**src/rtl/bd_funnel_arbiter_pkg.sv**
```systemverilog
// Shared BD word definitions: unencoded word channel payload, leaf length table
// and the arbiter state type used by bd_funnel_arbiter.
package bd_funnel_arbiter_pkg;

    localparam int LEAF_CODE_W = 5;
    localparam int PAYLOAD_W   = 21;
    localparam int NUM_LEAVES  = 32;

    typedef struct packed {
        logic [LEAF_CODE_W-1:0] leaf_code;
        logic [PAYLOAD_W-1:0]   payload;
    } unencoded_bd_word_t;

    typedef enum logic {
        IDLE   = 1'b0,
        LOCKED = 1'b1
    } funnel_state_t;

    // Packet length minus one per leaf code; entry 31 is the leftmost pair.
    // Codes 0..15 cycle 1,2,3,4 words, codes 16..31 cycle 4,3,2,1 words.
    localparam logic [NUM_LEAVES-1:0][1:0] LEAF_WORDS = 64'h1B1B1B1B_E4E4E4E4;

    function automatic logic [1:0] leaf_words_m1(input logic [LEAF_CODE_W-1:0] code);
        return LEAF_WORDS[code];
    endfunction

endpackage

```
**src/rtl/bd_funnel_arbiter_picker.sv**
```systemverilog
// Round-robin picker: grants the first requester after ptr (wrapping), purely
// combinational, one-hot grant plus its index.
module bd_funnel_arbiter_picker #(
    parameter int NUM_SRC = 4,
    localparam int IDX_W  = (NUM_SRC > 1) ? $clog2(NUM_SRC) : 1
) (
    input  logic [NUM_SRC-1:0] req,
    input  logic [IDX_W-1:0]   ptr,
    output logic [NUM_SRC-1:0] grant,
    output logic [IDX_W-1:0]   idx,
    output logic               found
);

    logic [IDX_W-1:0] cand;

    // Walk ptr+1, ptr+2, ... so the source at ptr itself is visited last.
    always_comb begin
        grant = '0;
        idx   = '0;
        found = 1'b0;
        cand  = '0;
        for (int k = 1; k <= NUM_SRC; k++) begin
            cand = IDX_W'((int'(ptr) + k) % NUM_SRC);
            if (!found && req[cand]) begin
                found       = 1'b1;
                grant[cand] = 1'b1;
                idx         = cand;
            end
        end
    end

endmodule

```
**src/rtl/bd_funnel_arbiter.sv**
```systemverilog
// Funnels NUM_SRC BD word sources into one registered output, keeping packets
// contiguous. Define BD_FUNNEL_ARB_PRIO0_EN to give source 0 priority when idle.
module bd_funnel_arbiter
    import bd_funnel_arbiter_pkg::*;
#(
    parameter int NUM_SRC = 4
) (
    input  logic                             clk,
    input  logic                             reset,
    input  unencoded_bd_word_t [NUM_SRC-1:0] words_in,
    input  logic [NUM_SRC-1:0]               words_in_v,
    output logic [NUM_SRC-1:0]               words_in_a,
    output unencoded_bd_word_t               words_out,
    output logic                             words_out_v,
    input  logic                             words_out_a
);

    localparam int IDX_W = (NUM_SRC > 1) ? $clog2(NUM_SRC) : 1;

    funnel_state_t      state;
    logic [1:0]         remaining;
    logic [IDX_W-1:0]   rr_ptr;
    logic [IDX_W-1:0]   lock_idx;

    logic [NUM_SRC-1:0] pick_req;
    logic [NUM_SRC-1:0] pick_grant;
    logic [IDX_W-1:0]   pick_idx;
    logic               pick_found;
    logic               prio0_hit;

    logic [NUM_SRC-1:0] grant;
    logic [IDX_W-1:0]   grant_idx;
    logic               can_load;
    logic               accept;
    unencoded_bd_word_t sel_word;
    logic [1:0]         sel_len_m1;

`ifdef BD_FUNNEL_ARB_PRIO0_EN
    // Source 0 bypasses the rotation, so the picker only rotates over 1..N-1.
    assign prio0_hit = words_in_v[0];
    assign pick_req  = {words_in_v[NUM_SRC-1:1], 1'b0};
`else
    assign prio0_hit = 1'b0;
    assign pick_req  = words_in_v;
`endif

    bd_funnel_arbiter_picker #(.NUM_SRC(NUM_SRC)) u_picker (
        .req   (pick_req),
        .ptr   (rr_ptr),
        .grant (pick_grant),
        .idx   (pick_idx),
        .found (pick_found)
    );

    always_comb begin
        grant     = '0;
        grant_idx = '0;
        if (state == LOCKED) begin
            if (words_in_v[lock_idx]) begin
                grant[lock_idx] = 1'b1;
                grant_idx       = lock_idx;
            end
        end else if (prio0_hit) begin
            grant[0]  = 1'b1;
            grant_idx = '0;
        end else if (pick_found) begin
            grant     = pick_grant;
            grant_idx = pick_idx;
        end
    end

    // A word may enter whenever the output slot is empty or leaving this cycle.
    assign can_load   = !words_out_v || words_out_a;
    assign words_in_a = can_load ? grant : '0;
    assign accept     = (|grant) && can_load;
    assign sel_word   = words_in[grant_idx];
    assign sel_len_m1 = leaf_words_m1(sel_word.leaf_code);

    always_ff @(posedge clk) begin
        if (reset) begin
            words_out   <= '0;
            words_out_v <= 1'b0;
            state       <= IDLE;
            remaining   <= 2'd0;
            rr_ptr      <= IDX_W'(NUM_SRC - 1);
            lock_idx    <= '0;
        end else begin
            if (accept) begin
                words_out   <= sel_word;
                words_out_v <= 1'b1;
            end else if (words_out_a) begin
                words_out_v <= 1'b0;
            end

            // Only a packet's last word moves the rotation pointer.
            if (accept) begin
                case (state)
                    IDLE: begin
                        if (sel_len_m1 != 2'd0) begin
                            state     <= LOCKED;
                            remaining <= sel_len_m1;
                            lock_idx  <= grant_idx;
                        end else begin
                            rr_ptr <= grant_idx;
                        end
                    end
                    LOCKED: begin
                        if (remaining == 2'd1) begin
                            state     <= IDLE;
                            remaining <= 2'd0;
                            rr_ptr    <= lock_idx;
                        end else begin
                            remaining <= remaining - 2'd1;
                        end
                    end
                    default: state <= IDLE;
                endcase
            end
        end
    end

endmodule

```
**config.mk**
```make
export PLATFORM = sky130hd
export DESIGN_NAME = bd_funnel_arbiter
export DESIGN_NICKNAME = d
export VERILOG_FILES = /design/src/rtl/bd_funnel_arbiter_pkg.sv /design/src/rtl/bd_funnel_arbiter_picker.sv /design/src/rtl/bd_funnel_arbiter.sv
export SDC_FILE = /design/constraint.sdc
export NUM_CORES = 1
export LEC_CHECK = 0
export ABC_AREA = 1
export CORE_AREA = 4 4 86 128
export DETAILED_ROUTE_END_ITERATION = 7
export DIE_AREA = 0 0 90 132
export SLEW_MARGIN = 20
export SYNTH_ARGS = -nofsm -noshare
export SYNTH_HDL_FRONTEND = slang
export SYNTH_HIERARCHICAL = 1
export SYNTH_SLANG_ARGS = --single-unit
```
**constraint.sdc**
```tcl
create_clock -name clk -period 4.1 [get_ports clk]
set_clock_uncertainty 0.2 [all_clocks]
set_input_delay 0.82 -clock clk [delete_from_list [all_inputs] [get_ports clk]]
set_output_delay 0.82 -clock clk [all_outputs]
set_load 0.01 [all_outputs]
```
==> impl_results.md, run 1 <==
* RSZ-0062 raised after global routing: no
* Worst Hold Class: reg2reg
* Hold path startpoint: words_out[1]
* Largest net degree at the start of global routing at 47
* Synth Cell Area at 2930 um2
* Met2 Resource Use GR at 32.1%
* Worst-Margin Slew at 0.515 ns
* CTS tree: built
* Fraction of synthesized area in multiplexers at 0%
* Yosys top cell by area: dfxtp_1
* Post-Layout Inst Area at 4640 um2
* Synth Area in Adders at 3.85%
* Post-synth top cells: nand2_1, nor2_1, o21ai_0
* Cell variety after synth at 31
* Multi-input gate area at 1950 um2
* Endpoints failing hold at 0
* DP Wirelength at 8630 um
* Main synth FF type: dfxtp_1
* Die X at 90 um
* Via count at 3666
* Cts hold-fix bufs at 0
* Routing usage on met3 at 5.94%
* Die Ht at 132 um
* Met1 Use GR at 17.8%
* RR Startpoint: rr_ptr[0]
* Largest family of logic cells by synthesized area: simple AND/OR/NAND/NOR gates
* Vias in the first global route at 3568
* CP max FO at 5
* Clk_lat worst skew at 0.28 ns
* Tot Pwr at 3.78 mW
* Switching share of power at 53.0%
* Sequential area share after synthesis at 23.3%
* Worst EP required at 3.08 ns
* Total negative slack at 0 ns
* Core area at 9970 um2
* Wire length of the first global-routing pass at 17000 um
* Total Nets Final at 741
* CP endpoint kind: output pin
* IO buf count at 141
* Rows at 45
* Synth Register Bits at 34
* Syn-to-layout area delta at 58.6%
* Inserted Clock Buffers at 5
* CTS Buffer Depth at 2
* FMAX at 273 MHz
* Register Area at 681 um2
* Most Used Layer, Global Route: met2
* Initial antenna violation count at 0
* Gr usage total at 17.6%
* Post-layout min period at 3.66 ns
* Drt via density at 4.96
* Clock Pin Slew Worst Setup and Hold Paths at 0.05 ns
* I/O pin count at 142
* Synth Area in Compound Gates at 22.2%
* Pwr Density at 814 nW/um2
* Clk sinks at 34
* Ys Warns at 6
* Initial Utilization at 29.4%
* Area contributors post-synth: dfxtp_1, nand2_1, o21ai_0
* Share of cells above drive strength 1 at 10.9%
* CTS H-Tree Depth at 2
* Wire per inst at 14.7 um
* Combinational share of power at 76.1%
* Fin Hold WS at 0.262 ns
* Internal at 1.78 mW
* N_diodes at 0
* MaxCap Viol Count at 0
* WL final at 10900 um
* Congestion Overflow GR at 0
* Syn Inst Count at 481
* Most frequent cell after synthesis: nand2_1
* Die Area at 11900 um2
* Syn avg cell area at 6.08 um2
* Placer Congestion at 0.915
* Final Max Slew Viols at 0
* Final worst path period share at 89.3%
* P_sw at 2.00 mW
* CP arrival at 2.64 ns
* CP startpoint kind: primary input
* Detailed router's first-iteration violation count at 252
* Relative slew slack at 65.6%
* Post-synth EDFFs at 0
* Sequential group share of total power at 14.0%
* Cell Area, Placed at 4430 um2
* Xor/xnor share of the synthesized area at 0%
* Drt drc at 0
* Clock power frac at 9.9%
* CTS root buf: clkbuf_16
* Share of the synthesized area in the top cell type at 23.3%
* Synth Area in Simple Gates at 40.1%
* Worst Setup SP: words_in_v[0]
* Status: complete, no violations
* Mapped Nets at 601
* FFs w/ async S/R, synth at 0%
* Max VDD drop at 0.289 mV
* Final setup viols at 0
* Setup Crit Path Kind: in2out
* Antenna Nets Post-Route at 0
* LEAKAGE at 2.03 nW
* TritonRoute pass-1 iters at 4
* # fillers at 1021
routing by layer:
layer | share of wire (%) | vias to the layer above
met4 | 3.8 | 0
met1 | 36 | 1614
li1 | - | 1879
met5 | 0 | -
met3 | 9.2 | 23
met2 | 51 | 150
registers in the layout, indices dropped and copies added (netlist names):
signal and flops:
words_out_v 1, words_out 26, rr_ptr 2, lock_idx 2
state 1, remaining 2
power by group through the flow:
| stage | registers (mW) | clock network, mW | logic, mW |
|---|---|---|---|
| finish | 0.529 | 0.375 | 2.88 |
| floorplan | 0.551 | 0 | 2.02 |
| global placement | 0.529 | 0 | 2.82 |
| CTS | 0.530 | 0.386 | 2.85 |
| global route | 0.543 | 0.400 | 3.24 |
| detailed placement | 0.534 | 0 | 2.84 |
path summary, 6_finish.rpt:
path / endpoint / slack (ns) / cells after the start
setup / recovery: words_in_a[3] / 0.44 / 14
hold / removal: words_out[1] / 0.26 / 2
setup reg to reg: words_out[0] / 0.75 / 18
hold reg to reg: words_out[1] / 0.26 / 2
layout by cell type, fill, tap and decap left out, drive strengths merged:
cell type,count
clkdlybuf4s50,137
dlymetal6s2s,4
buf,20
o22ai,23
clkbuf,7
ha,9
nor2,67
dfxtp,34
nand2,129
o21ai,56
inv,34
nand4,7
a21oi,37
a21boi,4
nand3,51
nand3b,1
clkinv,2
cell type report:
cell class	instances	area share (%)
Inverter	35	3.10
Timing Repair Buffer	161	33.9
Tap cell	117	3.15
Clock inverter	1	0.108
Sequential cell	34	14.7
Multi-Input combinational cell	384	42.0
Clock buffer	7	3.07
metrics by stage:
step           util (%)  cells  setup slack [ns]
2_1_floorplan         -    481              1.04
3_3_place_gp       44.5    725            0.0638
3_5_place_dp       44.5    725            0.0194
4_1_cts            45.9    733           0.00705
5_1_grt            46.6    739             0.251
6_report           46.6    739             0.440
worst max-delay path, stage by stage:
cell	delay, ns
clkdlybuf4s50_1	0.46
inv_1	0.12
nand2_1	0.08
nand3_1	0.09
nand2_2	0.10
nor2_4	0.17
nand4_1	0.19
nand2_1	0.13
inv_2	0.05
nand2_1	0.04
o21ai_0	0.09
inv_1	0.09
nor2_1	0.04
dlymetal6s2s_1	0.18
cell families after synthesis:
kind of cell | after synthesis
DFF | 34
buffers and inverters | 64
and+or+nand+nor | 254
AOI/OAI and AO/OA | 120
adders and majority gates | 9
what timing repair did:
item	4_1_cts	5_1_grt
gates resized for setup	0	9
setup endpoints to repair	0	4
setup buffers	0	5
(Power assumes the default switching activity.)
==> inputs of run 2 (changes only) <==
CELL_PAD_IN_SITES_DETAIL_PLACEMENT = 1   (was default)
CELL_PAD_IN_SITES_GLOBAL_PLACEMENT = 2   (was default)
CORE_AREA = 2 2 102 154   (was 4 4 86 128)
DIE_AREA = 0 0 104 156   (was 0 0 90 132)
PLACE_DENSITY_LB_ADDON = 0.1   (was default)
==> impl_results.md, run 2 (synthesized netlist as in run 1, its figures left out) <==
* Inserted Clock Buffers at 5 (unchanged)
* Final worst path period share at 91.5% (+2.3 points)
* Met2 routed WL at 7520 um (+37%)
* Share of cells above drive strength 1 at 10.3% (-0.59 points)
* N_diodes at 0 (unchanged)
* Endpoints failing hold at 0 (unchanged)
* Worst hold stages at 2 (unchanged)
* RR Startpoint: rr_ptr[0]
* Routed met3 length at 663 um (-34%)
* Hold path startpoint: words_out[8]
* CP max stage cell: clkdlybuf4s50_1
* Die Area at 16200 um2 (+37%)
* Congestion Overflow GR at 0 (unchanged)
* Placer Congestion at 0.946 (+3.3%)
* CTS H-Tree Depth at 2 (unchanged)
* Antenna Nets Post-Route at 0 (unchanged)
* R2R Setup Slk at 0.50 ns (-0.25 ns)
* Worst-Margin Slew at 0.572 ns (+0.0573 ns)
* RSZ-0062 raised after global routing: no
* Worst Hold Class: reg2reg
* Wl on met1 at 4680 um (+19%)
* Drt via density at 4.57 (-7.8%)
* Post-Layout Inst Area at 4750 um2 (+2.4%)
* Critical path buffer and inverter count at 4 (-1)
* Worst Setup SP: words_in_v[1]
* Largest net degree at the start of global routing at 33 (-30%)
* Worst EP required at 4.07 ns (+0.99 ns)
* Die Ht at 156 um (+18%)
* WP depth at 22 (+8)
* Core area at 14900 um2 (+49%)
* DP Wirelength at 10500 um (+21%)
* Crit-path leading delay family: simple AND/OR/NAND/NOR gates
* Worst Setup EP: remaining[0]
* FMAX at 266 MHz (-2.5%)
* CP cell instances: clkdlybuf4s50_1 -> inv_2 -> nand2_1 -> nand3_1 -> nand2_2 -> nor2_2 -> buf_4 -> nand4_1 -> nand3_1 -> nand2_1 -> nand2_1 -> nand2_2 -> inv_2 -> nand3_1 -> nand2_1 -> nand2_1 -> nand2_2 -> nand3_1 -> nand2_2 -> nand2_1 -> nand2_1 -> nor2_1
* Post-layout min period at 3.75 ns (+0.0925 ns)
* Relative slew slack at 61.8% (-3.8 points)
* Drt drc at 0 (unchanged)
* CTS tree: built
* Final setup viols at 0 (unchanged)
* Clk sinks at 34 (unchanged)
* Total Nets Final at 738 (-0.40%)
* Register Area at 681 um2 (unchanged)
* Tot Pwr at 3.94 mW (+4.2%)
* Wire length of the first global-routing pass at 20000 um (+17%)
* CP max stage delay at 0.45 ns (about the same)
* CP startpoint kind: primary input
* CP arrival at 3.73 ns (+1.09 ns)
* Setup Crit Path Kind: in2reg
* Setup ws final at 0.347 ns (-0.0925 ns)
* MaxCap Viol Count at 0 (unchanged)
* CP endpoint kind: flip-flop
* IO buf count at 141 (unchanged)
* Most common cell after layout, fill and taps aside: clkdlybuf4s50_1
* I/O pin count at 142 (unchanged)
* Internal at 1.83 mW (+2.9%)
* WL final at 13000 um (+20%)
* CTS root buf: clkbuf_16
* Initial antenna violation count at 0 (unchanged)
* Max Used Layer: met4
* Clock Pin Slew Worst Setup and Hold Paths at 0.06 ns (about the same)
* Pwr Density at 829 nW/um2 (+1.8%)
* Total negative slack at 0 ns (unchanged)
* Clk_lat worst skew at 0.28 ns (about the same)
* Combinational share of power at 75.6% (-0.5 points)
* # fillers at 1898 (+86%)
* Cts hold-fix bufs at 0 (unchanged)
* Rows at 55 (+22%)
* Status: complete, no violations
* TritonRoute pass-1 iters at 4 (unchanged)
* P_sw at 2.11 mW (+5.3%)
* CP max FO at 17 (+12)
* Max VDD drop at 0.291 mV (+0.68%)
* Most Frequent Cell on Critical Path: nand2_1
* Detailed router's first-iteration violation count at 61 (-76%)
* CTS Buffer Depth at 2 (unchanged)
* Place WS at 0.00754 ns (-0.0119 ns)
* Multi-input gate area at 1950 um2 (unchanged)
* Die X at 104 um (+16%)
* Final Max Slew Viols at 0 (unchanged)
* Top reg by flops: words_out
* Wire per inst at 15.9 um (+8.5%)
* Switching share of power at 53.5% (+0.57 points)
* Clock power frac at 10.9% (+1.0 points)
* Via count at 3742 (+2.1%)
* Initial Utilization at 19.7% (-9.7 points)
* Vias in the first global route at 3981 (+12%)
* Gr usage total at 15.5% (-2.1 points)
* Cell Area, Placed at 4550 um2 (+2.8%)
* Reg2reg path depth at 22 (+4)
* Most frequent cells in the layout: clkdlybuf4s50_1, nand2_1, nor2_1
* Syn-to-layout area delta at 62.4%
* LEAKAGE at 2.03 nW (+0.11%)
* Number of flip-flops in the largest register at 26 (unchanged)
* Reg2reg end: remaining[0]
* Sequential group share of total power at 13.5% (-0.5 points)
[run 2: stage by stage]
| step | cells | hold WS (ns) | utilization, % |
|---|---|---|---|
| after floorplan | 481 | 0.288 | - |
| after global placement | 808 | 0.255 | 30.6 |
| after detailed placement | 808 | 0.259 | 30.6 |
| after CTS | 816 | 0.268 | 31.7 |
| after global routing | 818 | 0.284 | 32.0 |
| final | 818 | 0.264 | 32.0 |
[run 2: worst min-delay path by stage]
stage,slack [ns],endpoint
global route,0.28,words_out[8]
finish,0.26,words_out[8]
global placement,0.25,words_out[9]
detailed placement,0.26,words_out[5]
CTS,0.27,words_out[13]
floorplan,0.29,words_out[10]
[run 2: power groups by stage]
stage	registers, mW	clock network, mW	logic (mW)
after floorplan	0.551	0	2.02
after global placement	0.536	0	3.01
after detailed placement	0.537	0	3.05
after CTS	0.532	0.440	3.06
after global routing	0.544	0.454	3.39
final	0.530	0.430	2.98
[run 2: cell type report]
cell class	instances	share of cell area [%]
tap	199	5.24
sequential	34	14.3
timing repair buffer	158	32.9
clock inverter	1	0.632
clock buffer	7	2.79
inverter	35	3.03
multi-input combinational	384	41.1
[run 2: layer usage]
metal / up-vias / track usage [%]
li1: 1874 / -
met1: 1769 / 14.2
met2: 84 / 33.6
met3: 15 / 3.63
met4: 0 / 3.35
met5: - / 0
[run 2: what timing repair did]
| action | 4_1_cts | 5_1_grt |
|---|---|---|
| resized for setup | 0 | 11 |
| setup buffers | 0 | 1 |
| endpoints found under the setup margin | 0 | 4 |
[run 2: tightest hold or removal path, delay by kind of cell, from the launching register on]
kind	cells	cell delay [ns]
AND/OR/NAND/NOR	1	0.06
flip-flops	1	0.31
AO/OA/AOI/OAI	1	0.05
